[src/rtl/data_mem_pkg.sv]
// Shared definitions for the data memory arbiter: memory geometry, grant
// owner encoding, master indices and the response-word helper.
package data_mem_pkg;

  localparam int DMEM_AW  = 13;
  localparam int DMEM_DW  = 32;
  localparam int DMEM_BEW = 4;

  localparam int M0 = 0;
  localparam int M1 = 1;

  typedef enum logic {
    OWN_NONE  = 1'b0,
    OWN_LOCK1 = 1'b1
  } owner_e;

  // Writes and zero-byte-enable accesses answer with an all-zero word.
  function automatic logic [DMEM_DW-1:0] resp_word(
    input logic                we,
    input logic [DMEM_BEW-1:0] be,
    input logic [DMEM_DW-1:0]  rdata
  );
    logic [DMEM_DW-1:0] word;
    if (we || (be == 4'b0000)) begin
      word = 32'h0000_0000;
    end else begin
      word = rdata;
    end
    return word;
  endfunction

endpackage

[src/rtl/data_mem_arb_core.sv]
// Grant decision for the two data memory masters. Holds the burst-lock owner
// state, the lock length counter and either the m1 anti-starvation counter
// (default build) or the round-robin pointer (DATA_MEM_ARB_RR_EN defined).
module data_mem_arb_core
  import data_mem_pkg::*;
#(
  parameter int STARVE_MAX = 4,
  parameter int LOCK_MAX   = 8
) (
  input  logic       clk_i,
  input  logic       rst_i,
  input  logic       m0_req_i,
  input  logic       m1_req_i,
  input  logic       m1_lock_i,
  output logic [1:0] gnt_o
);

  localparam logic [3:0] LOCK_LIM = 4'(LOCK_MAX);

  owner_e     owner_r;
  logic [3:0] lock_cnt_r;
  logic [1:0] gnt_s;
  logic       locked_s;
  logic       m1_pri_s;

`ifdef DATA_MEM_ARB_RR_EN
  logic rr_ptr_r;

  // A contested cycle goes to whichever master the pointer names.
  assign m1_pri_s = rr_ptr_r;
`else
  localparam logic [3:0] STARVE_LIM = 4'(STARVE_MAX);

  logic [3:0] starve_cnt_r;

  // m1 overrides m0 only once it has been denied STARVE_MAX cycles in a row.
  assign m1_pri_s = (starve_cnt_r == STARVE_LIM);
`endif

  // Dropping m1_lock_i releases the port in the same cycle.
  assign locked_s = (owner_r == OWN_LOCK1) && m1_lock_i;

  // One-hot grant: reset blocks everything, a live lock favours m1 only.
  always_comb begin
    gnt_s = 2'b00;
    if (rst_i) begin
      gnt_s = 2'b00;
    end else if (locked_s) begin
      if (m1_req_i) begin
        gnt_s = 2'b10;
      end else begin
        gnt_s = 2'b00;
      end
    end else if (m0_req_i && m1_req_i) begin
      if (m1_pri_s) begin
        gnt_s = 2'b10;
      end else begin
        gnt_s = 2'b01;
      end
    end else if (m0_req_i) begin
      gnt_s = 2'b01;
    end else if (m1_req_i) begin
      gnt_s = 2'b10;
    end else begin
      gnt_s = 2'b00;
    end
  end

  assign gnt_o = gnt_s;

  // Arbitration history: fairness state plus lock owner and burst length.
  always_ff @(posedge clk_i) begin
    if (rst_i) begin
      owner_r    <= OWN_NONE;
      lock_cnt_r <= 4'd0;
`ifdef DATA_MEM_ARB_RR_EN
      rr_ptr_r   <= 1'b0;
`else
      starve_cnt_r <= 4'd0;
`endif
    end else begin
`ifdef DATA_MEM_ARB_RR_EN
      if (gnt_s[M0]) begin
        rr_ptr_r <= 1'b1;
      end else if (gnt_s[M1]) begin
        rr_ptr_r <= 1'b0;
      end
`else
      if (m1_req_i && !gnt_s[M1]) begin
        if (starve_cnt_r != STARVE_LIM) begin
          starve_cnt_r <= starve_cnt_r + 4'd1;
        end
      end else begin
        starve_cnt_r <= 4'd0;
      end
`endif
      case (owner_r)
        OWN_NONE: begin
          // A lock of length one ends with the grant that would start it.
          if (gnt_s[M1] && m1_lock_i && (LOCK_LIM != 4'd1)) begin
            owner_r    <= OWN_LOCK1;
            lock_cnt_r <= 4'd1;
          end else begin
            lock_cnt_r <= 4'd0;
          end
        end
        OWN_LOCK1: begin
          if (!m1_lock_i) begin
            owner_r    <= OWN_NONE;
            lock_cnt_r <= 4'd0;
          end else if (gnt_s[M1]) begin
            if ((lock_cnt_r + 4'd1) == LOCK_LIM) begin
              owner_r    <= OWN_NONE;
              lock_cnt_r <= 4'd0;
            end else begin
              lock_cnt_r <= lock_cnt_r + 4'd1;
            end
          end
        end
        default: begin
          owner_r    <= OWN_NONE;
          lock_cnt_r <= 4'd0;
        end
      endcase
    end
  end

endmodule

[src/rtl/data_mem_arbiter.sv]
// Two-master arbiter in front of the single-ported data memory.
// Master 0 is the load/store unit, master 1 the DMA/debug port. Grants are
// combinational; each granted access is answered one cycle later with the
// registered read word (or zero for writes). Define DATA_MEM_ARB_RR_EN to
// replace fixed priority plus anti-starvation with round-robin.
module data_mem_arbiter
  import data_mem_pkg::*;
#(
  parameter int STARVE_MAX = 4,
  parameter int LOCK_MAX   = 8
) (
  input  logic                clk_i,
  input  logic                rst_i,
  input  logic                m0_req_i,
  input  logic                m0_we_i,
  input  logic [DMEM_BEW-1:0] m0_be_i,
  input  logic [DMEM_AW-1:0]  m0_addr_i,
  input  logic [DMEM_DW-1:0]  m0_wdata_i,
  input  logic                m1_req_i,
  input  logic                m1_we_i,
  input  logic [DMEM_BEW-1:0] m1_be_i,
  input  logic [DMEM_AW-1:0]  m1_addr_i,
  input  logic [DMEM_DW-1:0]  m1_wdata_i,
  input  logic                m1_lock_i,
  output logic                m0_gnt_o,
  output logic                m1_gnt_o,
  output logic                m0_rvalid_o,
  output logic                m1_rvalid_o,
  output logic [DMEM_DW-1:0]  m0_rdata_o,
  output logic [DMEM_DW-1:0]  m1_rdata_o,
  output logic                mem_write_o,
  output logic [DMEM_BEW-1:0] mem_be_o,
  output logic [DMEM_AW-1:0]  mem_addr_o,
  output logic [DMEM_DW-1:0]  mem_wdata_o,
  input  logic [DMEM_DW-1:0]  mem_rdata_i
);

  logic [1:0]         gnt_s;
  logic [DMEM_DW-1:0] resp_data_s;
  logic               m0_rvalid_r;
  logic               m1_rvalid_r;
  logic [DMEM_DW-1:0] m0_rdata_r;
  logic [DMEM_DW-1:0] m1_rdata_r;

  data_mem_arb_core #(
    .STARVE_MAX (STARVE_MAX),
    .LOCK_MAX   (LOCK_MAX)
  ) u_core (
    .clk_i     (clk_i),
    .rst_i     (rst_i),
    .m0_req_i  (m0_req_i),
    .m1_req_i  (m1_req_i),
    .m1_lock_i (m1_lock_i),
    .gnt_o     (gnt_s)
  );

  assign m0_gnt_o = gnt_s[M0];
  assign m1_gnt_o = gnt_s[M1];

  // Steer the granted payload onto the memory port; an idle port drives zeros.
  always_comb begin
    mem_write_o = 1'b0;
    mem_be_o    = 4'b0000;
    mem_addr_o  = 13'h0000;
    mem_wdata_o = 32'h0000_0000;
    if (gnt_s[M0]) begin
      mem_write_o = m0_we_i;
      mem_be_o    = m0_be_i;
      mem_addr_o  = m0_addr_i;
      mem_wdata_o = m0_wdata_i;
    end else if (gnt_s[M1]) begin
      mem_write_o = m1_we_i;
      mem_be_o    = m1_be_i;
      mem_addr_o  = m1_addr_i;
      mem_wdata_o = m1_wdata_i;
    end else begin
      mem_write_o = 1'b0;
      mem_be_o    = 4'b0000;
      mem_addr_o  = 13'h0000;
      mem_wdata_o = 32'h0000_0000;
    end
  end

  assign resp_data_s = resp_word(mem_write_o, mem_be_o, mem_rdata_i);

  // Capture the response of this cycle's grant; data holds between responses.
  always_ff @(posedge clk_i) begin
    if (rst_i) begin
      m0_rvalid_r <= 1'b0;
      m1_rvalid_r <= 1'b0;
      m0_rdata_r  <= 32'h0000_0000;
      m1_rdata_r  <= 32'h0000_0000;
    end else begin
      m0_rvalid_r <= gnt_s[M0];
      m1_rvalid_r <= gnt_s[M1];
      if (gnt_s[M0]) begin
        m0_rdata_r <= resp_data_s;
      end
      if (gnt_s[M1]) begin
        m1_rdata_r <= resp_data_s;
      end
    end
  end

  // A response still in flight when reset arrives is never presented.
  assign m0_rvalid_o = m0_rvalid_r & ~rst_i;
  assign m1_rvalid_o = m1_rvalid_r & ~rst_i;
  assign m0_rdata_o  = m0_rdata_r;
  assign m1_rdata_o  = m1_rdata_r;

endmodule

[config.mk]
export PLATFORM = sky130hd
export DESIGN_NAME = data_mem_arbiter
export DESIGN_NICKNAME = d
export VERILOG_FILES = /design/src/rtl/data_mem_pkg.sv /design/src/rtl/data_mem_arb_core.sv /design/src/rtl/data_mem_arbiter.sv
export SDC_FILE = /design/constraint.sdc
export NUM_CORES = 1
export LEC_CHECK = 0
export BUFFER_PORTS_ARGS = -buffer_cell sky130_fd_sc_hd__buf_2
export CAP_MARGIN = 40
export CORE_AREA = 3 3 96 98
export DETAILED_ROUTE_END_ITERATION = 16
export DIE_AREA = 0 0 99 101
export GPL_TIMING_DRIVEN = 0
export PLACE_DENSITY = 0.76
export SETUP_SLACK_MARGIN = 0.3
export SKIP_LAST_GASP = 1
export SLEW_MARGIN = 25
export SYNTH_ARGS = -nofsm -noshare
export SYNTH_HDL_FRONTEND = slang
export SYNTH_SLANG_ARGS = --single-unit
export TNS_END_PERCENT = 10
[constraint.sdc]
create_clock -name clk_i -period 3.1 [get_ports clk_i]
set_clock_uncertainty 0.1 [all_clocks]
set_input_delay 0.775 -clock clk_i [delete_from_list [all_inputs] [get_ports clk_i]]
set_output_delay 0.775 -clock clk_i [all_outputs]
set_load 0.05 [all_outputs]
==> results.rst, run 1 <==
.. list-table::
   :header-rows: 1

   * - Metric
     - Value
   * - Number of synthesis warnings
     - 0
   * - Std-Cell Core Area
     - approximately 8600 um^2
   * - Setup violations, final
     - 0
   * - Biggest area consumer among synthesized cells
     - sky130_fd_sc_hd__dfxtp_1
   * - Capturing element type of the critical path
     - primary output
   * - Area added between synthesis and finish
     - 79.1%
   * - Critical path required time
     - around 2200 ps
   * - Number of nets in the layout
     - 686
   * - DR pass1 iterations
     - 5
   * - Reg2reg setup slack
     - 690 ps
   * - Hold Crit Class
     - reg2reg
   * - Total half-perimeter wirelength after legalization and detailed placement
     - a little over 9000 um
   * - Arrival time of data at the critical path endpoint
     - slightly above 2000 ps
   * - Leakage component of the power
     - 2.75 nW
   * - Ratio of cells with drive above 1 in the final layout
     - 71.0%
   * - Floorplan row count
     - 34
   * - Run status
     - finished clean
   * - IO Pins
     - 255
   * - Part of the cycle the worst path needs
     - 93.6%
   * - Clk Tree Root Cell
     - sky130_fd_sc_hd__clkbuf_8
   * - ANT nets after route
     - 0
   * - Maximum vdd drop
     - 0.198 mV
   * - Highest attainable clock frequency
     - about 340 MHz
   * - Routed WL per cell
     - 18.4 um
   * - Crit path launch type
     - input pin
   * - Category of the most critical setup path
     - in2out
   * - End point of the most critical hold path
     - m0_rdata_o[22]
   * - Seq/Total Area, Yosys
     - 49.5%
   * - Clock tree from TritonCTS
     - done
   * - End of the worst register-to-register path
     - m1_rdata_o[4]
   * - Most common cell in the synthesized netlist
     - sky130_fd_sc_hd__a22o_1
   * - Ant. Diodes
     - 0
   * - CTS clock-pin slew for the worst setup and hold paths
     - 80 ps
   * - Number of cells after detailed placement
     - 632
   * - H-tree levels
     - 3
   * - Power consumption
     - 2.44 mW
   * - Count of maximum capacitance violations
     - 0
   * - Die H
     - approximately 100 um
   * - Cell count after synthesis
     - 271
   * - Min Tclk post-route
     - 2900 ps
   * - Initial core utilization
     - 35.5%
   * - Sum of overflow across all layers after global routing
     - 0
   * - Max Transition Viols Final
     - 0
   * - Die ar.
     - 10000 um^2
   * - Sink Count
     - between 70 and 80
   * - Number of cells in the finished layout apart from fillers
     - roughly 660
   * - Worst reg2reg path depth
     - 7
   * - Depth of the worst hold-timing path
     - 1
   * - Number of enable-type register cells in the synthesized netlist
     - 0
   * - Initial antenna violation count
     - 0
   * - Fill cell instance count of the final layout
     - between 700 and 800
   * - Total CTS buffers
     - 9
   * - Global-route wire length before repair
     - approximately 18000 um
   * - Launching point of the worst reg2reg path
     - u_core.starve_cnt_r[0]
   * - Skew-Pair Late Insertion Delay
     - 350 ps
   * - Number of register bits inferred by synthesis
     - 75
   * - Share of the core filled with cells
     - 63.5%
   * - Iter 0 DRT Violations
     - 103
   * - Critical-path maximum fanout
     - 8
   * - Proportion of synthesized flip-flops having asynchronous set or reset
     - 0%
   * - Net count after synthesis
     - 411
   * - DIE WIDTH
     - 99 um
   * - Slew HR
     - 51.8%
   * - Hold path startpoint
     - m0_rdata_o[22]
   * - Main area contributors after synthesis
     - sky130_fd_sc_hd__dfxtp_1 (50%), sky130_fd_sc_hd__a22o_1 (25%), sky130_fd_sc_hd__a22o_2 (9.2%), sky130_fd_sc_hd__clkbuf_1 (2.1%), sky130_fd_sc_hd__nor2_1 (1.4%)
   * - Max Buffers Root-to-Sink
     - 2
   * - Pin count of the biggest net entering global routing
     - 15
   * - GR Util All Layers
     - a little under a quarter
   * - Unrepaired setup endpoints after global routing
     - yes
   * - Tightest Pin Transition
     - 722 ps
   * - Top_reg_cell synth
     - sky130_fd_sc_hd__dfxtp_1
   * - Yosys top cell area share
     - 49.5%
   * - Synth Cell Area
     - 3030 um^2
   * - Mean instance size in the synthesized netlist
     - 11.2 um^2
   * - Top post-synthesis cells by count
     - sky130_fd_sc_hd__a22o_1 (85), sky130_fd_sc_hd__dfxtp_1 (75), sky130_fd_sc_hd__a22o_2 (28)
   * - Unique masters post-synth
     - 36
   * - Weighted congestion reported at the end of routability-driven placement
     - 0.865
   * - Final Hold Fails
     - 0
   * - Buffers added on ports
     - 253
   * - Via count of the first global-routing pass
     - 3538
   * - Vias post-DR
     - between 3000 and 4000
   * - Ratio of total power to cell area
     - around 450 nW/um^2
   * - Remaining DRCs
     - 0
   * - Per-cell via count in the routed design
     - 5.30
   * - Total Routed Length
     - 12100 um
[cells by family (layout without fill, tap and decap cells)]
family	after synthesis	count (layout)	synth area share [%]
adders and majority gates	3	3	1.24
and+or+nand+nor	33	33	5.94
AOI/OAI and AO/OA	127	127	37.6
DFF	75	75	49.5
buffers and inverters	29	309	4.50
muxes	1	1	0.330
xor gates and xnor gates	3	3	0.867
[metrics by stage]
stage	worst slack [ps]	setup TNS (ps)	area, um^2	hold WS, ps
final	197	0	5430	378
after global routing	130	0	5430	398
after CTS	200	0	5420	383
after detailed placement	-79.0	-2330	4620	354
after global placement	-71.4	-2040	4620	336
after floorplan	261	0	3220	330
[sequential cells by signal, indices dropped and copies added (netlist names)]
name	count
m0_rvalid_r	1
u_core.lock_cnt_r	4
u_core.starve_cnt_r	4
u_core.owner_r	1
m1_rdata_o	32
m1_rvalid_r	1
m0_rdata_o	32
[per-layer routing]
metal	vias to the layer above	global-route usage [%]	share of wire (%)
met1	1648	24.4	37
li1	1623	-	-
met3	33	7.89	9.6
met5	-	0	0
met4	0	10.7	3.3
met2	190	39.9	50
[final cells by class]
class | count | area [um^2] | share of cell area, %
clock buffers | 10 | 138 | 2.53
plain buffers | 24 | 259 | 4.77
flip-flops and latches | 75 | 1500 | 27.7
well taps | 108 | 135 | 2.49
multi-input cells | 167 | 1600 | 29.4
clock inverters | 6 | 71.3 | 1.31
repair buffers | 264 | 1700 | 31.3
inverters | 5 | 23.8 | 0.438
[report_power, final]
group | total [mW] | internal, mW | switching [mW]
clock | 0.775 | 0.401 | 0.375
sequential | 1.00 | 0.988 | 0.0132
combinational | 0.662 | 0.262 | 0.400
total | 2.44 | 1.65 | 0.788
[worst max path at each step]
| stage | from | endpoint | slack (ps) |
|---|---|---|---|
| after floorplan | m1_req_i | mem_addr_o[1] | 260 |
| after global placement | m1_lock_i | mem_wdata_o[18] | -70 |
| after detailed placement | m1_req_i | mem_addr_o[3] | -80 |
| after CTS | u_core.starve_cnt_r[1] | mem_addr_o[10] | 200 |
| after global routing | u_core.starve_cnt_r[0] | mem_addr_o[10] | 130 |
| final | m1_lock_i | mem_wdata_o[20] | 200 |
[repair_timing]
item                       CTS  global route
setup buffers                6             1
pin swaps                    6             0
hold buffers                 0             0
cloned                       4             0
resized for setup          141             0
setup endpoints to repair   52            51
[cells in the final DEF, fill, tap and decap left out, drive strengths merged, types with 2 or more instances in the layout]
| master | synthesis | final |
|---|---|---|
| clkbuf | 17 | 31 |
| nand2 | 5 | 5 |
| nor2b | 3 | 3 |
| inv | 4 | 6 |
| buf | 7 | 267 |
| xor2 | 2 | 2 |
| clkinv | 1 | 2 |
| dfxtp | 75 | 75 |
| nand2b | 2 | 2 |
| ha | 3 | 3 |
| a22o | 113 | 113 |
| nor2 | 11 | 11 |
| o21ai | 2 | 2 |
| a21oi | 5 | 5 |
| clkinvlp | 0 | 2 |
| or4 | 2 | 2 |
[critical path: stages]
cell and delay [ps]:
sky130_fd_sc_hd__buf_6 100, sky130_fd_sc_hd__a21bo_4 220, sky130_fd_sc_hd__nand2b_4 160, sky130_fd_sc_hd__nor2_4 130
sky130_fd_sc_hd__buf_12 140, sky130_fd_sc_hd__clkbuf_4 170, sky130_fd_sc_hd__a22o_2 170, sky130_fd_sc_hd__buf_6 150
No activity file was read; power rests on OpenSTA's default activity.
==> run 2: changes to the inputs <==
CAP_MARGIN = unset   (was 40)
CTS_CLUSTER_SIZE = 30   (was unset)
RECOVER_POWER = 50   (was unset)
==> results.rst, run 2 (same netlist as run 1, synthesis figures left out) <==
.. list-table::
   :header-rows: 1

   * - Metric
     - Value
   * - Clock tree from TritonCTS
     - done
   * - Global-route wire length before repair
     - 18000 um
   * - Sum of overflow across all layers after global routing
     - 0
   * - Arrival time of data at the critical path endpoint
     - 2090 ps
   * - Iter 0 DRT Violations
     - 91
   * - Fill cell instance count of the final layout
     - roughly 740
   * - Most used cell along the critical path
     - sky130_fd_sc_hd__buf_6
   * - Min Tclk post-route
     - 2960 ps
   * - Vias post-DR
     - approximately 3500
   * - Maximum vdd drop
     - 0.198 mV
   * - Std-Cell Core Area
     - 8550 um^2
   * - Worst setup slack after layout
     - 138 ps
   * - Floorplan row count
     - 34
   * - Clk Tree Root Cell
     - sky130_fd_sc_hd__clkbuf_8
   * - Depth of the worst hold-timing path
     - 1
   * - Max incr delay on CP
     - 220 ps
   * - DR pass1 iterations
     - 4
   * - Weighted congestion reported at the end of routability-driven placement
     - 0.865
   * - Ratio of total power to cell area
     - between 400 and 500 nW/um^2
   * - Part of the cycle the worst path needs
     - between 90% and 100%
   * - GR Util All Layers
     - between 20% and 30%
   * - ANT nets after route
     - 0
   * - Ant. Diodes
     - 0
   * - Final Hold Fails
     - 0
   * - Sink Count
     - 75
   * - Max Transition Viols Final
     - 0
   * - End point of the most critical hold path
     - m0_rdata_o[22]
   * - Power consumption
     - between 2 and 2.5 mW
   * - Initial antenna violation count
     - 0
   * - Area added between synthesis and finish
     - 75.3%
   * - Count of maximum capacitance violations
     - 0
   * - H-tree levels
     - 3
   * - Skew-Pair Late Insertion Delay
     - 350 ps
   * - Crit path launch type
     - input pin
   * - Total CTS buffers
     - 9
   * - Total half-perimeter wirelength after legalization and detailed placement
     - 9180 um
   * - Hold path startpoint
     - m0_rdata_o[22]
   * - Cells along the critical path
     - buf_6 > a21bo_4 > nand2b_1 > nor2_4 > buf_12 > clkbuf_4 > a22o_2 > buf_6
   * - Buffers added on ports
     - around 250
   * - Leakage component of the power
     - 2.46 nW
   * - Number of nets in the layout
     - 686
   * - IO Pins
     - 255
   * - Critical-path maximum fanout
     - 8
   * - Unrepaired setup endpoints after global routing
     - yes
   * - Highest attainable clock frequency
     - 338 MHz
   * - Ratio of cells with drive above 1 in the final layout
     - 57.7%
   * - Capturing element type of the critical path
     - primary output
   * - Tightest Pin Transition
     - 1180 ps
   * - End of the worst register-to-register path
     - m1_rdata_o[23]
   * - Routed WL per cell
     - about 18 um
   * - Top library cells by usage in the layout, fill and taps aside
     - sky130_fd_sc_hd__buf_2 (139), sky130_fd_sc_hd__dfxtp_1 (74), sky130_fd_sc_hd__clkbuf_1 (73)
   * - Pin count of the biggest net entering global routing
     - 15
   * - DIE WIDTH
     - slightly below 100 um
   * - Worst reg2reg path depth
     - 8
   * - Die ar.
     - 10000 um^2
   * - Initial core utilization
     - 35.5%
   * - Per-cell via count in the routed design
     - 5.29
   * - Cell type of the slowest stage on the worst timing path
     - sky130_fd_sc_hd__a21bo_4
   * - Reg2reg setup slack
     - 330 ps
   * - Critical path required time
     - 2220 ps
   * - Slew HR
     - 21.0%
   * - Die H
     - 101 um
   * - Category of the most critical setup path
     - in2out
   * - Hold Crit Class
     - reg2reg
   * - Launching point of the worst reg2reg path
     - u_core.starve_cnt_r[0]
   * - Setup violations, final
     - 0
   * - Most common cell after layout, fill and taps aside
     - sky130_fd_sc_hd__buf_2
   * - Total Routed Length
     - around 12000 um
   * - Pre-CTS setup slack
     - -79.0 ps
   * - Via count of the first global-routing pass
     - 3538
   * - Remaining DRCs
     - 0
   * - Run status
     - finished clean
   * - Max Buffers Root-to-Sink
     - 2
   * - CTS clock-pin slew for the worst setup and hold paths
     - 80 ps
-- run 2: stage by stage --
step           cell area [um^2]  util [%]  cells  hold slack [ps]  setup TNS [ps]
2_1_floorplan              3220         -    271              330               0
4_1_cts                    5420      63.4    658              383               0
5_1_grt                    5320      62.2    659              402               0
3_5_place_dp               4620      54.1    632              354           -2330
3_3_place_gp               4620      54.1    632              336           -2040
6_report                   5320      62.2    659              383               0
-- run 2: final cells by class --
cell class / count / area [um^2] / area share [%]
clock buffer: 10 / 138 / 2.59
multi-input combinational: 167 / 1570 / 29.5
sequential: 75 / 1500 / 28.3
inverter: 5 / 23.8 / 0.447
tap: 108 / 135 / 2.54
timing repair buffer: 264 / 1620 / 30.4
buffer: 24 / 259 / 4.87
clock inverter: 6 / 71.3 / 1.34
-- run 2: repair_timing --
action,CTS,global route
buffers inserted,6,1
endpoints found under the setup margin,52,51
hold buffers,0,0
resized for setup,141,0
cloned,4,0
pin swaps,6,0
-- run 2: worst max path at each step --
stage,cells past startpoint,endpoint,startpoint,slack (ps)
final,8,mem_wdata_o[20],m1_lock_i,140
after global routing,9,mem_wdata_o[20],u_core.starve_cnt_r[0],70
after CTS,8,mem_addr_o[10],u_core.starve_cnt_r[1],200
after detailed placement,7,mem_addr_o[3],m1_req_i,-80
after global placement,7,mem_wdata_o[18],m1_lock_i,-70
after floorplan,6,mem_addr_o[1],m1_req_i,260
-- run 2: critical path: cells and delay by family --
| family | cells | cell delay (ps) |
|---|---|---|
| AOI/OAI and AO/OA | 2 | 390 |
| buffers and inverters | 4 | 560 |
| and+or+nand+nor | 2 | 350 |
-- run 2: per-layer routing --
layer | part of all wire (%) | wire [um] | global-route usage, %
met5 | 0 | 0 | 0
met4 | 3.4 | 408 | 10.7
met3 | 9.4 | 1140 | 7.89
met2 | 49 | 6010 | 39.9
met1 | 38 | 4590 | 24.4
-- run 2: where the power goes --
part / leakage [nW] / internal [mW] / switching (mW)
clock: 0.0995 / 0.400 / 0.374
combinational: 1.75 / 0.253 / 0.398
sequential: 0.609 / 0.988 / 0.0139
==> run 3: changes to the inputs <==
ABC_CLOCK_PERIOD_IN_PS = 3100   (was unset)
PLACE_DENSITY = 0.87   (was 0.76)
==> results.rst, run 3 (same netlist as run 1, synthesis figures left out) <==
.. list-table::
   :header-rows: 1

   * - Metric
     - Value
   * - Ratio of total power to cell area
     - 455 nW/um^2
   * - Via count of the first global-routing pass
     - roughly 3500
   * - Tightest Pin Transition
     - approximately 1400 ps
   * - Buffers added on ports
     - 253
   * - Total CTS buffers
     - 9
   * - Min Tclk post-route
     - between 2000 and 3000 ps
   * - Std-Cell Core Area
     - between 8000 and 9000 um^2
   * - Per-cell via count in the routed design
     - 5.38
   * - Final setup TNS
     - 0 ps
   * - Global-route wire length before repair
     - 19600 um
   * - Run status
     - finished clean
   * - Most common cell after layout, fill and taps aside
     - sky130_fd_sc_hd__buf_2
   * - GR Util All Layers
     - 25.7%
   * - Remaining DRCs
     - 0
   * - Top library cells by usage in the layout, fill and taps aside
     - sky130_fd_sc_hd__buf_2 (141), sky130_fd_sc_hd__dfxtp_1 (73), sky130_fd_sc_hd__clkbuf_1 (72)
   * - Initial antenna violation count
     - 1
   * - Die H
     - between 100 and 150 um
   * - End point of the most critical hold path
     - m0_rdata_o[22]
   * - ANT nets after route
     - 0
   * - Reg2reg setup slack
     - around 240 ps
   * - Ant. Diodes
     - 0
   * - Setup violations, final
     - 0
   * - Max Buffers Root-to-Sink
     - 2
   * - Floorplan row count
     - 34
   * - Arrival time of data at the critical path endpoint
     - 2110 ps
   * - Skew-Pair Late Insertion Delay
     - 350 ps
   * - Count of maximum capacitance violations
     - 0
   * - Clock tree from TritonCTS
     - done
   * - Sink Count
     - 75
   * - Part of the cycle the worst path needs
     - a little over nine tenths
   * - Area added between synthesis and finish
     - 73.0%
   * - Capturing element type of the critical path
     - primary output
   * - End of the worst register-to-register path
     - m0_rdata_o[9]
   * - Worst setup slack after layout
     - 113 ps
   * - Slew HR
     - 9.48%
   * - Depth of the worst hold-timing path
     - 1
   * - Number of nets in the layout
     - 686
   * - Total half-perimeter wirelength after legalization and detailed placement
     - 10500 um
   * - Critical-path maximum fanout
     - 10
   * - Number of cells after detailed placement
     - 632
   * - Number of cells in the finished layout apart from fillers
     - 659
   * - Sum of overflow across all layers after global routing
     - 0
   * - Unrepaired setup endpoints after global routing
     - yes
   * - Pre-CTS setup slack
     - -223 ps
   * - Initial core utilization
     - between 30% and 40%
   * - Post-cts hold buffer count
     - 0
   * - Minimum hold slack
     - 384 ps
   * - DR pass1 iterations
     - 4
   * - Highest attainable clock frequency
     - about 330 MHz
   * - Launching point of the worst reg2reg path
     - u_core.starve_cnt_r[1]
   * - DIE WIDTH
     - 99 um
   * - Total Routed Length
     - 13800 um
   * - Critical path required time
     - around 2200 ps
   * - Leakage component of the power
     - 2.46 nW
   * - Crit path launch type
     - register
   * - H-tree levels
     - 3
   * - Maximum vdd drop
     - 0.229 mV
   * - Die ar.
     - 10000 um^2
   * - Final Hold Fails
     - 0
   * - Cell area reported after detailed placement
     - 4620 um^2
   * - CTS clock-pin slew for the worst setup and hold paths
     - about 90 ps
   * - Ratio of cells with drive above 1 in the final layout
     - between 50% and 60%
   * - Routed WL per cell
     - 20.9 um
   * - Final standard cell area without fillers
     - 5250 um^2
   * - Worst reg2reg path depth
     - 7
   * - Hold Crit Class
     - reg2reg
   * - Vias post-DR
     - 3545
   * - Iter 0 DRT Violations
     - 183
   * - Category of the most critical setup path
     - reg2out
   * - Clk Tree Root Cell
     - sky130_fd_sc_hd__clkbuf_8
   * - Weighted congestion reported at the end of routability-driven placement
     - between 0.8 and 0.9
   * - IO Pins
     - between 200 and 300
   * - Max Transition Viols Final
     - 0
   * - Pin count of the biggest net entering global routing
     - 17
   * - Hold path startpoint
     - m0_rdata_o[22]
-- run 3: worst max-delay path: stages (launching register included) --
cell and delay [ps]:
sky130_fd_sc_hd__dfxtp_2 340, sky130_fd_sc_hd__inv_1 60, sky130_fd_sc_hd__ha_4 160, sky130_fd_sc_hd__and3b_1 230
sky130_fd_sc_hd__o21ai_4 220, sky130_fd_sc_hd__clkinv_4 150, sky130_fd_sc_hd__clkbuf_16 190, sky130_fd_sc_hd__a22o_2 210
sky130_fd_sc_hd__buf_4 190
-- run 3: layer usage --
layer / up-vias / share of wire (%) / global-route usage (%)
met1: 1662 / 36 / 28.8
met4: 2 / 4.0 / 13.1
li1: 1615 / - / -
met2: 230 / 50 / 44.1
met5: - / 0.051 / 0
met3: 36 / 10 / 7.89
-- run 3: how the worst max path moves through the flow --
stage | start | endpoint | slack, ps | cells past startpoint
global placement | m1_req_i | mem_wdata_o[12] | -230 | 7
CTS | u_core.starve_cnt_r[1] | mem_wdata_o[12] | 170 | 8
global route | u_core.starve_cnt_r[1] | mem_addr_o[8] | 40 | 8
finish | u_core.starve_cnt_r[1] | mem_wdata_o[21] | 110 | 8
floorplan | m1_req_i | mem_addr_o[1] | 260 | 6
detailed placement | m1_req_i | mem_wdata_o[12] | -220 | 7
-- run 3: power breakdown --
part	internal (mW)	switching (mW)	total, mW	leakage [nW]
sequential	0.989	0.0147	1.00	0.610
clock	0.310	0.415	0.725	0.0907
combinational	0.246	0.411	0.657	1.76
total	1.54	0.841	2.39	2.46
-- run 3: what timing repair did --
action	in CTS	in global routing
gates resized for setup	115	8
gates cloned	4	0
endpoints found under the setup margin	52	52
setup buffers	5	2
pin swaps	4	2
-- run 3: final cells by class --
type                       count  area, um^2
fill                         684        3300
multi-input combinational    167        1610
timing repair buffer         264        1520
sequential                    75        1500
buffer                        24         273
tap                          108         135
clock buffer                   9         124
clock inverter                 7        63.8
inverter                       5        23.8
-- run 3: metrics by stage --
step | utilization (%) | power, mW
2_1_floorplan | - | 1.40
3_3_place_gp | 54.1 | 1.59
3_5_place_dp | 54.1 | 1.60
4_1_cts | 62.2 | 2.40
5_1_grt | 61.4 | 2.47
6_report | 61.4 | 2.39
